[config.mk]
export PLATFORM = sky130hd
export DESIGN_NAME = crypto_test_sysid_rd_timer
export DESIGN_NICKNAME = d
export VERILOG_FILES = /design/src/rtl/crypto_test_sysid_checker_pkg.sv /design/src/rtl/crypto_test_sysid_rd_timer.sv
export SDC_FILE = /design/constraint.sdc
export NUM_CORES = 1
export LEC_CHECK = 0
export BUFFER_PORTS_ARGS = -buffer_cell sky130_fd_sc_hd__buf_2
export CORE_UTILIZATION = 45
export DETAILED_ROUTE_END_ITERATION = 10
export MAX_ROUTING_LAYER = met4
export SYNTH_ARGS = -nofsm -noshare
export SYNTH_HDL_FRONTEND = slang
export SYNTH_SLANG_ARGS = --single-unit
[constraint.sdc]
create_clock -name clock -period 2.3 [get_ports clock]
set_input_delay 0.46 -clock clock [delete_from_list [all_inputs] [get_ports clock]]
set_output_delay 0.46 -clock clock [all_outputs]
set_load 0.1 [all_outputs]
[src/rtl/crypto_test_sysid_checker_pkg.sv]
// Shared constants for the sysid checker: FSM state codes, default ID/timestamp, timer width.
// Optional timestamp check is enabled by defining CRYPTO_TEST_SYSID_CHECK_TS_EN.
package crypto_test_sysid_checker_pkg;

  localparam logic [2:0] ST_IDLE    = 3'd0;
  localparam logic [2:0] ST_ID_REQ  = 3'd1;
  localparam logic [2:0] ST_ID_WAIT = 3'd2;
  localparam logic [2:0] ST_TS_REQ  = 3'd3;
  localparam logic [2:0] ST_TS_WAIT = 3'd4;
  localparam logic [2:0] ST_FINISH  = 3'd5;

  localparam logic [31:0] DEFAULT_EXPECTED_ID = 32'h1234_5678;
  localparam logic [31:0] DEFAULT_EXPECTED_TS = 32'h5510_DB22;

  localparam int TMR_W = 16;

endpackage

[src/rtl/crypto_test_sysid_rd_timer.sv]
// Per-read timeout counter: cleared on entry to a request state, counts while enabled.
// expired is high in the cycle that would bring the count to TIMEOUT_CYCLES.
module crypto_test_sysid_rd_timer
  import crypto_test_sysid_checker_pkg::*;
#(
  parameter int TIMEOUT_CYCLES = 255
) (
  input  logic clock,
  input  logic reset,
  input  logic clear,
  input  logic enable,
  output logic expired
);

  localparam logic [TMR_W-1:0] LAST = TMR_W'(TIMEOUT_CYCLES - 1);

  logic [TMR_W-1:0] count;

  always_ff @(posedge clock) begin
    if (reset || clear) begin
      count <= '0;
    end else if (enable && (count != LAST)) begin
      count <= count + 1'b1;
    end
  end

  assign expired = (count == LAST);

endmodule

==> flow_summary.json <==
{
  "outcome": "finished, final reports clean",
  "drt_iter0_drc": 27,
  "fin_crit_sh": 0.966,
  "wl_met2_microns": 847,
  "die_w_microns": 45.8,
  "finalHoldViolCount": 0,
  "top_regs": "count (16)",
  "clock_latency_ns": 0.28,
  "total_power_uw": 449,
  "yosysWarningCount": 0,
  "fin_util": 0.551,
  "min_path_cells": 2,
  "startpoint_type": "register",
  "netlist_instances": 101,
  "synth_area_sq_um": 863,
  "core_area_sq_mm": 0.00176,
  "n_fill_cell": 180,
  "final_layout_size_suffix_gt1_frac": 0.178,
  "reg2reg_from": "count[0]",
  "reg2reg_depth": 6,
  "cts_root_buf": "clkbuf_4",
  "cpPeakStageDelay_ns": 0.49,
  "grt_pass1_vias": 718,
  "drcViolationCount": 0,
  "grt.total_usage": 0.230,
  "synth.net_count": 107,
  "tns_ns": 0,
  "rsz0062_at_grt": "true",
  "setup.worst_path.start": "count[0]",
  "clk_pin_slew_worst_paths_ns": 0.08,
  "required_ns": 1.84,
  "min_period_ns": 2.22,
  "hold_buffers": 0,
  "top_register": "count",
  "rows": 15,
  "num_antenna_cells": 0,
  "yosys.cell_types.count": 30,
  "dpl_worst_slack_ns": 0.191,
  "stdcell_count": 132,
  "syn_to_final_growth_pct": 12.6,
  "first_pass_iters": 4,
  "final_antenna_net_count": 0,
  "top_layer": "met4",
  "final_cell_area_sq_um": 972,
  "synth-seq-cells": 16,
  "cts_htree_levels": 1,
  "cts_setup_buffers": 0,
  "grt-ovfl-total": 0,
  "grt_first_pass_wirelength_microns": 3360,
  "num_io_pins": 5,
  "largest_reg_flops": 16,
  "initial_utilization": 0.489,
  "routabilityCongestion": 0.884,
  "cts_max_path_buffers": 2,
  "wirelength_microns": 1940,
  "powerDensity_mw_per_mm2": 462,
  "whs_ns": 0.455,
  "setup_ws_ns": 0.0784,
  "antenna_found_initial": 0,
  "wl_met1_microns": 972,
  "io_buffers": 4,
  "p_leak_nw": 0.322,
  "tightest_slew_ns": 0.559,
  "endpoint_kind": "primary output",
  "synth_ff_type": "dfxtp_1",
  "max-vdd-ir-drop_mv": 0.351,
  "crit_chain": "inv_2 > ha_1 > or4b_4 > nor4_4 > buf_12",
  "grt_max_degree": 12,
  "num_vias": 821,
  "final_nets": 115,
  "met3_length_microns": 102,
  "yosysSeqAreaShare": 0.371,
  "fin_skew_ns": 0.00435,
  "cp_data_arrival_time_ns": 1.76,
  "hpwl_microns": 1400,
  "synth_area_per_cell_sq_um": 8.55,
  "die_y_microns": 45.8,
  "critPathMaxFanout": 4,
  "dieArea_sq_mm": 0.00210,
  "reg2reg_to": "count[15]",
  "final_max_slew_viol_count": 0,
  "vias_per_cell": 6.22,
  "cts_made_buffers": 3,
  "r2r_slack_ns": 0.18,
  "cp_slowest_cell": "or4b_4",
  "crit_type": "reg -> out",
  "cts_tree": "built",
  "holdPathEnd": "count[1]",
  "dp.cells": 129,
  "synth-async-reset-ratio": 0,
  "wire_per_inst_microns": 14.7,
  "synth_edf_count": 0,
  "min_from": "enable",
  "placed_area_sq_um": 948,
  "setup_violations": 0,
  "worstHoldPathType": "in -> reg",
  "slew_headroom": 0.626,
  "maxCapViolCount": 0,
  "clock_sinks": 16,
  "max_clock_freq_ghz": 0.450
}
cell families after synthesis:
logic type | count (synthesis) | synth area share
buf+inv | 8 | 0.0362
fa+ha+maj | 2 | 0.0290
flops | 16 | 0.371
compound gates | 27 | 0.228
simple gates | 46 | 0.313
mux | 2 | 0.0232
synth_stat cells, drive strengths merged (4+ instances only):
library cell | instances | area share
a21oi | 8 | 0.051
nand2 | 12 | 0.052
o311ai | 6 | 0.061
o41ai | 5 | 0.051
nand3 | 5 | 0.029
or4 | 4 | 0.036
dfxtp | 16 | 0.37
or3 | 5 | 0.036
inv | 5 | 0.022
layer usage:
metal / vias to the layer above / GRT usage
li1: 416 / -
met1: 382 / 0.315
met3: 2 / 0.0714
met5: - / -
met2: 21 / 0.329
met4: 0 / 0.0529
area by class of cell:
cell class	instances	area, sq um	share of cell area
Timing Repair Buffer	6	50.0	0.0515
Clock buffer	3	22.5	0.0232
Tap cell	25	31.3	0.0322
Sequential cell	16	323	0.332
Inverter	5	18.8	0.0193
Multi-Input combinational cell	77	527	0.542
where the power goes:
group | total (mW) | leakage, nW | switching (mW) | internal [mW]
registers | 0.280 | 0.130 | 0.00144 | 0.279
logic | 0.0228 | 0.178 | 0.0146 | 0.00823
clock network | 0.146 | 0.0138 | 0.0852 | 0.0608
total | 0.449 | 0.322 | 0.101 | 0.348
critical path, delay by kind of cell (launching register included):
family                   cells  cell delay (ns)
adder cells (fa/ha/maj)      1             0.14
buffers and inverters        2             0.28
AND/OR/NAND/NOR              2             0.71
flip-flops                   1             0.34
placed cells by master (no fill, tap or decap), types with 4 or more instances in the layout:
master    Yosys  routed
o41ai_1       5       5
dfxtp_1      16      14
o311ai_0      6       6
nand3_1       5       5
nand2_1      12      12
inv_1         5       4
a21oi_1       7       7
or3_1         5       5
worst max path at each step:
stage           endpoint  slack [ns]  cells past startpoint
2_1_floorplan    expired       -0.23                      4
4_1_cts          expired        0.05                      4
5_1_grt          expired       -0.02                      5
3_5_place_dp   count[15]        0.19                      5
6_report         expired        0.08                      5
3_3_place_gp   count[15]        0.23                      6
what timing repair did:
action / 4_1_cts / 5_1_grt
endpoints found under the setup margin: 1 / 1
gates resized for setup: 0 / 1
pin swaps: 1 / 0
(Power assumes the default switching activity.)
